[config.mk]
export PLATFORM = sky130hd
export DESIGN_NAME = everloop_stream
export DESIGN_NICKNAME = d
export VERILOG_FILES = /design/src/rtl/everloop_pkg.sv /design/src/rtl/everloop_bitgen.sv /design/src/rtl/everloop_stream.sv
export SDC_FILE = /design/constraint.sdc
export NUM_CORES = 1
export LEC_CHECK = 0
export CORE_UTILIZATION = 40
export DETAILED_ROUTE_END_ITERATION = 12
export PLACE_DENSITY_LB_ADDON = 0.15
export SETUP_SLACK_MARGIN = 0.1
export SLEW_MARGIN = 20
export SYNTH_ARGS = -nofsm -noshare
export SYNTH_HDL_FRONTEND = slang
export SYNTH_SLANG_ARGS = --single-unit
[constraint.sdc]
create_clock -name clk -period 8 [get_ports clk]
set_input_delay 1.2 -clock clk [delete_from_list [all_inputs] [get_ports clk]]
set_output_delay 1.2 -clock clk [all_outputs]
set_load 0.005 [all_outputs]
[src/rtl/everloop_pkg.sv]
// Shared definitions for the Everloop ring driver: state encoding, default
// 50MHz timing, counter-width helper and the brightness scaler.
package everloop_pkg;

  typedef enum logic [1:0] {
    ST_IDLE     = 2'd0,
    ST_PREFETCH = 2'd1,
    ST_SHIFT    = 2'd2,
    ST_LATCH    = 2'd3
  } state_t;

  localparam int DEF_N_LEDS  = 18;
  localparam int DEF_BPL     = 4;
  localparam int DEF_ADR_W   = 11;
  localparam int DEF_T_BIT   = 63;
  localparam int DEF_T0H     = 18;
  localparam int DEF_T1H     = 35;
  localparam int DEF_T_LATCH = 4000;

  // Bits needed to hold values 0..n-1 (minimum 1).
  function automatic int clog2(input int n);
    int r;
    r = 0;
    for (int i = 0; i < 31; i++) begin
      if ((1 << i) < n) r = i + 1;
    end
    return (r < 1) ? 1 : r;
  endfunction

  // bright=255 is unity gain; bright=0 maps every byte to 0.
  function automatic logic [7:0] scale_byte(input logic [7:0] d, input logic [7:0] b);
    logic [15:0] p;
    p = {8'd0, d} * ({8'd0, b} + 16'd1);
    return p[15:8];
  endfunction

endpackage

[src/rtl/everloop_bitgen.sv]
// One-bit WS2812 waveform generator: high for T0H/T1H cycles, low for the
// remainder of T_BIT. bit_done flags the final cycle so the next load is gapless.
module everloop_bitgen
  import everloop_pkg::*;
#(
  parameter int T_BIT = DEF_T_BIT,
  parameter int T0H   = DEF_T0H,
  parameter int T1H   = DEF_T1H
) (
  input  logic clk,
  input  logic rst,
  input  logic load,
  input  logic bit_val,
  output logic line,
  output logic bit_done
);

  localparam int CW = clog2(T_BIT + 1);

  logic [CW-1:0] r_cnt;
  logic [CW-1:0] r_hi;
  logic          r_active;
  logic          r_line;

  always_ff @(posedge clk or posedge rst) begin
    if (rst) begin
      r_cnt    <= '0;
      r_hi     <= '0;
      r_active <= 1'b0;
      r_line   <= 1'b0;
    end else if (load) begin
      r_cnt    <= '0;
      r_hi     <= bit_val ? CW'(T1H) : CW'(T0H);
      r_active <= 1'b1;
      r_line   <= 1'b1;
    end else if (r_active) begin
      if (r_cnt == CW'(T_BIT - 1)) begin
        r_active <= 1'b0;
        r_line   <= 1'b0;
      end else begin
        r_cnt  <= r_cnt + 1'b1;
        r_line <= ((r_cnt + 1'b1) < r_hi);
      end
    end
  end

  assign line     = r_line;
  assign bit_done = r_active && (r_cnt == CW'(T_BIT - 1));

endmodule

[src/rtl/everloop_stream.sv]
// Everloop ring driver: fetches N_LEDS*BPL bytes from frame RAM, scales them by
// the global brightness and serialises them MSB first onto led_ctl.
// Handshake: start is sampled only while busy=0; busy rises on the accepting edge
// and falls on the same edge that raises the 1-cycle frame_done pulse (cont=0).
module everloop_stream
  import everloop_pkg::*;
#(
  parameter int N_LEDS  = DEF_N_LEDS,
  parameter int BPL     = DEF_BPL,
  parameter int ADR_W   = DEF_ADR_W,
  parameter int T_BIT   = DEF_T_BIT,
  parameter int T0H     = DEF_T0H,
  parameter int T1H     = DEF_T1H,
  parameter int T_LATCH = DEF_T_LATCH
) (
  input  logic             clk,
  input  logic             rst,
  input  logic             start,
  input  logic             cont,
  input  logic [ADR_W-1:0] base_adr,
  input  logic [7:0]       bright,
  output logic [ADR_W-1:0] adr,
  output logic             rd_en,
  input  logic [7:0]       dat,
  output logic             led_ctl,
  output logic             busy,
  output logic             frame_done,
  output logic [1:0]       o_dbg_state
);

  localparam int TOTAL = N_LEDS * BPL;
  localparam int BCW   = clog2(TOTAL + 1);
  localparam int LCW   = clog2(T_LATCH + 1);

  state_t           r_state;
  state_t           w_next;
  logic             r_pf_phase;
  logic [ADR_W-1:0] r_adr;
  logic             r_rd_en;
  logic             r_dat_vld;
  logic [7:0]       r_bright;
  logic [6:0]       r_rem;
  logic [7:0]       r_next;
  logic [2:0]       r_bit_idx;
  logic [BCW-1:0]   r_byte_idx;
  logic [LCW-1:0]   r_lat_cnt;
  logic             r_busy;
  logic             r_frame_done;

  logic       w_bit_done;
  logic       w_line;
  logic       w_bg_load;
  logic       w_bg_val;
  logic [7:0] w_scaled;
  logic       w_last_byte;
  logic       w_lat_end;

  assign w_scaled    = scale_byte(dat, r_bright);
  assign w_last_byte = (r_byte_idx == BCW'(TOTAL - 1));
  assign w_lat_end   = (r_lat_cnt == LCW'(T_LATCH - 1));

  everloop_bitgen #(
    .T_BIT (T_BIT),
    .T0H   (T0H),
    .T1H   (T1H)
  ) u_bitgen (
    .clk      (clk),
    .rst      (rst),
    .load     (w_bg_load),
    .bit_val  (w_bg_val),
    .line     (w_line),
    .bit_done (w_bit_done)
  );

  always_ff @(posedge clk or posedge rst) begin
    if (rst) r_state <= ST_IDLE;
    else     r_state <= w_next;
  end

  always_comb begin
    w_next    = r_state;
    w_bg_load = 1'b0;
    w_bg_val  = 1'b0;
    case (r_state)
      ST_IDLE: begin
        if (start) w_next = ST_PREFETCH;
      end
      ST_PREFETCH: begin
        if (r_pf_phase) begin
          w_next    = ST_SHIFT;
          w_bg_load = 1'b1;
          w_bg_val  = w_scaled[7];
        end
      end
      ST_SHIFT: begin
        if (w_bit_done) begin
          if (r_bit_idx != 3'd7) begin
            w_bg_load = 1'b1;
            w_bg_val  = r_rem[6];
          end else if (!w_last_byte) begin
            w_bg_load = 1'b1;
            w_bg_val  = r_next[7];
          end else begin
            w_next = ST_LATCH;
          end
        end
      end
      ST_LATCH: begin
        if (w_lat_end) w_next = cont ? ST_PREFETCH : ST_IDLE;
      end
      default: w_next = ST_IDLE;
    endcase
  end

  always_ff @(posedge clk or posedge rst) begin
    if (rst) begin
      r_pf_phase   <= 1'b0;
      r_adr        <= '0;
      r_rd_en      <= 1'b0;
      r_dat_vld    <= 1'b0;
      r_bright     <= '0;
      r_rem        <= '0;
      r_next       <= '0;
      r_bit_idx    <= '0;
      r_byte_idx   <= '0;
      r_lat_cnt    <= '0;
      r_busy       <= 1'b0;
      r_frame_done <= 1'b0;
    end else begin
      r_rd_en      <= 1'b0;
      r_frame_done <= 1'b0;
      r_dat_vld    <= r_rd_en;
      if (r_dat_vld) r_next <= w_scaled;
      case (r_state)
        ST_IDLE: begin
          if (start) begin
            r_adr    <= base_adr;
            r_bright <= bright;
            r_rd_en  <= 1'b1;
            r_busy   <= 1'b1;
          end
        end
        ST_PREFETCH: begin
          r_pf_phase <= ~r_pf_phase;
          if (r_pf_phase) begin
            r_rem      <= w_scaled[6:0];
            r_bit_idx  <= '0;
            r_byte_idx <= '0;
          end
        end
        ST_SHIFT: begin
          if (w_bit_done) begin
            if (r_bit_idx != 3'd7) begin
              r_rem     <= {r_rem[5:0], 1'b0};
              r_bit_idx <= r_bit_idx + 3'd1;
              // Fetch the following byte early so it is ready well before bit 7 ends.
              if (r_bit_idx == 3'd0 && !w_last_byte) begin
                r_adr   <= r_adr + 1'b1;
                r_rd_en <= 1'b1;
              end
            end else if (!w_last_byte) begin
              r_rem      <= r_next[6:0];
              r_bit_idx  <= '0;
              r_byte_idx <= r_byte_idx + 1'b1;
            end else begin
              r_lat_cnt <= '0;
            end
          end
        end
        ST_LATCH: begin
          if (w_lat_end) begin
            r_frame_done <= 1'b1;
            if (cont) begin
              r_adr    <= base_adr;
              r_bright <= bright;
              r_rd_en  <= 1'b1;
            end else begin
              r_busy <= 1'b0;
            end
          end else begin
            r_lat_cnt <= r_lat_cnt + 1'b1;
          end
        end
        default: ;
      endcase
    end
  end

  assign adr         = r_adr;
  assign rd_en       = r_rd_en;
  assign led_ctl     = w_line;
  assign busy        = r_busy;
  assign frame_done  = r_frame_done;
  assign o_dbg_state = r_state;

endmodule
==> summary.md <==
| Metric | Value |
|---|---|
| Outcome | `finished clean` |
| Fillcell total | `between 1000 and 1500` |
| Hold WS | `slightly above 0.4 ns` |
| Setup slack, reg-to-reg | `~2.1 ns` |
| Root buffer cell | `clkbuf_16` |
| Synthesis warning total | `0` |
| TritonCTS Buffers | `9` |
| Max-slew violations | `0` |
| Fmax | `0.170 GHz` |
| Rel. slew slack | `around 36%` |
| Worst path max stage delay | `between 0.6 and 0.7 ns` |
| CTS tree | `done` |
| DR WL/cell | `14.5 um` |
| Cell-internal power | `just over 900 uW` |
| Synth unique cells | `63` |
| Most used DFF post-synth | `dfrtp_1` |
| Arrival time worst endpoint | `slightly above 6 ns` |
| Post-Synth Simple-Gate Area | `21.1%` |
| Top Family by Delay on Critical Path | `adder cells` |
| Vias in the first global route | `5039` |
| Multiplexer fraction of the synthesized cell area | `approximately 4.5%` |
| Peak VDD IR | `0.0000919 V` |
| Worst setup SP type | `register` |
| Die area | `roughly 0.016 mm2` |
| Largest fanout on the critical path | `11` |
| RePlAce Congestion | `0.820` |
| Vias per cell | `~5.2` |
| Final Util | `about 48%` |
| Net Sw Frac | `around 37%` |
| Clock buffer depth | `2` |
| Worst skew pair latency | `roughly 0.35 ns` |
| PwrDens | `around 200 mW/mm2` |
| DP HPWL | `10400 um` |
| Xor/xnor share of the synthesized area | `about 5.4%` |
| Sink Count | `between 70 and 80` |
| Final min period | `about 5.9 ns` |
| NumNets Final | `between 800 and 900` |
| WL final | `approximately 14000 um` |
| Adder-cell area share of the yosys netlist | `between 20% and 30%` |
| # port buffers | `47` |
| Ant diodes | `0` |
| Register area share after synthesis | `between 20% and 30%` |
| Multi-input gate area | `0.00414 mm2` |
| Register bit total from synthesis | `between 70 and 80` |
| Crit path required time | `8.20 ns` |
| Seq pwr share | `29.8%` |
| Max-cap viol count | `0` |
| Row count | `45` |
| Commonest cells after routing, fill and taps aside | `81 x inv_1, 74 x dfrtp_1, 62 x nand2_1` |
| H-Tree Depth | `3` |
| Reg-to-reg startpoint | `r_bright[0]` |
| Crit-path cells | `ha_1 -> nand3_1 -> nor2_1 -> xnor2_1 -> nor2b_1 -> fa_1 -> fa_1 -> fa_1 -> inv_1 -> fa_1 -> inv_1 -> ha_1 -> a21oi_1 -> o21ai_0 -> a2111oi_4 -> o21ai_2 -> or3_1 -> o2bb2ai_1` |
| Gate power share | `between 40% and 50%` |
| Final Hold Violating Endpoints | `0` |
| Most common cell after layout, fill and taps aside | `inv_1` |
| Die X | `128 um` |
| Post-CTS setup buffers | `0` |
| Routed via count | `4939` |
| Area growth syn-to-layout | `15.4%` |
| Share of cells above drive strength 1 | `6.37%` |
| Synth Net Count | `~800` |
| Largest net degree at the start of global routing | `75` |
| WP depth | `18` |
| Mapped cell area | `approximately 0.0064 mm2` |
| Psw | `approximately 550 uW` |
| Crit path kind | `register to register` |
| Cts repair resizes | `0` |
| Main combinational cell family by area after synthesis | `adder cells` |
| DR pass1 iterations | `7` |
| Worst slew pin tran | `0.964 ns` |
| Critical R2R Capture | `u_bitgen.r_hi[4]` |
| EDFF count, synth | `0` |
| CP max-delay cell | `xnor2_1` |
| Setup_tns | `0 ns` |
| Pleak | `about 3.4 nW` |
| Seq. cell area | `around 0.0019 mm2` |
| Post-Synthesis Cells | `~700` |
| Core ar. | `between 0.015 and 0.02 mm2` |
| Initial core utilization | `about two fifths` |
| Worst r2r path cells | `18` |
| Compound-Gate Fraction of Synth Area | `roughly an eighth` |
| RSZ-0062 raised after global routing | `false` |
| Total track usage | `18.7%` |
| GRT overflow | `0` |
| Initial antenna violation count | `0` |
| Clock share of power | `roughly 28%` |
| Crit path from | `r_bright[0]` |
| Reg clk slew, reported paths | `0.06 ns` |
| Worst path bufs/invs | `2` |
| DIE HEIGHT | `about 130 um` |
| Hold-fix buffers, CTS | `0` |
| Yosys top cell area share | `roughly 29%` |
| Dominant cell type by area after synthesis | `dfrtp_1` |
| Final Setup Violations | `0` |
| First-pass GRT wire length | `approximately 24000 um` |
| Remaining DRCs | `0` |
| Worst min path class | `register to register` |
| Routed Antenna Nets | `0` |
| Initial drt markers | `192` |
| Synthesized area per cell | `just over 9 um2` |
| Worst setup EP type | `register` |
| Final Cycle Share | `around 74%` |
| Critical path destination | `u_bitgen.r_hi[4]` |
| Total I/O pin count | `48` |
| Dominant cells by area after synthesis | `dfrtp_1 29%, fa_1 13%, ha_1 9.4%` |
| Synth async-reset ratio | `100%` |
| Most used cell, CP | `fa_1` |
| Clock Skew | `between 0.007 and 0.008 ns` |
## kinds of logic (layout without fill, tap and decap cells)
logic type | after synthesis | after routing
xor gates and xnor gates | 39 | 39
DFF | 74 | 74
adders and majority gates | 88 | 88
muxes | 27 | 27
AOI/OAI and AO/OA | 105 | 105
buffers and inverters | 102 | 150
and+or+nand+nor | 255 | 255
## worst register-to-register path, stage by stage, from the launching register on
cell and delay, ns:
dfrtp_1 0.51, ha_1 0.29, nand3_1 0.15, nor2_1 0.09
xnor2_1 0.61, nor2b_1 0.14, fa_1 0.53, fa_1 0.44
fa_1 0.54, inv_1 0.05, fa_1 0.52, inv_1 0.04
ha_1 0.33, a21oi_1 0.14, o21ai_0 0.19, a2111oi_4 0.51
o21ai_2 0.13, or3_1 0.38, o2bb2ai_1 0.13
## per-stage QoR
stage,total power [mW],area [um2],cells,setup slack (ns)
2_1_floorplan,0.936,6380,690,2.71
4_1_cts,1.50,7360,949,2.09
6_report,1.48,7360,949,2.12
3_3_place_gp,1.07,7070,933,1.88
3_5_place_dp,1.08,7070,933,1.83
5_1_grt,1.62,7360,949,1.71
## cell usage after synthesis (11+ instances only)
cell type and count:
dfrtp_1 74, mux2i_1 11, clkbuf_1 13, xnor2_1 17
nor2b_1 34, nand4_1 11, mux2_2 16, fa_1 40
o21ai_0 19, xor2_1 22, nor2_1 40, a21oi_1 27
inv_1 82, nand2b_1 16, nand2_1 62, and2_1 22
nor3_1 13, ha_1 48, nand3_1 17
## cell type report
type	instances	area share [%]
multi-input cells	514	56.2
flip-flops and latches	74	25.1
repair buffers	52	6.90
inverters	82	4.18
well taps	211	3.59
clock buffers	10	3.11
clock inverters	6	0.884
## layer usage
| layer | track usage [%] | routed length (um) | vias to the layer above |
|---|---|---|---|
| met5 | 0 | 0 | - |
| met3 | 3.38 | 359 | 10 |
| met2 | 31.3 | 6730 | 40 |
| met1 | 25.0 | 6540 | 2461 |
| met4 | 4.98 | 146 | 0 |
| li1 | - | - | 2428 |
## registers in the layout, summed over array words and instances (netlist names), 2 cells and up
name,flops
adr,11
r_next,8
r_bit_idx,3
u_bitgen.r_hi,3
r_lat_cnt,12
r_byte_idx,7
u_bitgen.r_cnt,6
o_dbg_state,2
r_bright,8
r_rem,7
## power by group through the flow
stage / clock, mW / sequential [mW] / combinational, mW
2_1_floorplan: 0 / 0.440 / 0.496
4_1_cts: 0.427 / 0.441 / 0.635
6_report: 0.414 / 0.441 / 0.624
3_5_place_dp: 0 / 0.448 / 0.629
3_3_place_gp: 0 / 0.447 / 0.619
5_1_grt: 0.445 / 0.447 / 0.731
## worst min-delay path by stage
stage                     startpoint         to  slack [ns]  cells past startpoint
after floorplan                rd_en  r_dat_vld        0.38                      0
after global placement         rd_en  r_dat_vld        0.40                      0
after detailed placement       rd_en  r_dat_vld        0.39                      0
after CTS                      rd_en  r_dat_vld        0.41                      0
after global routing           rd_en  r_dat_vld        0.42                      0
final                          rd_en  r_dat_vld        0.41                      0
Note: power is estimated with default switching activity, not from simulation.
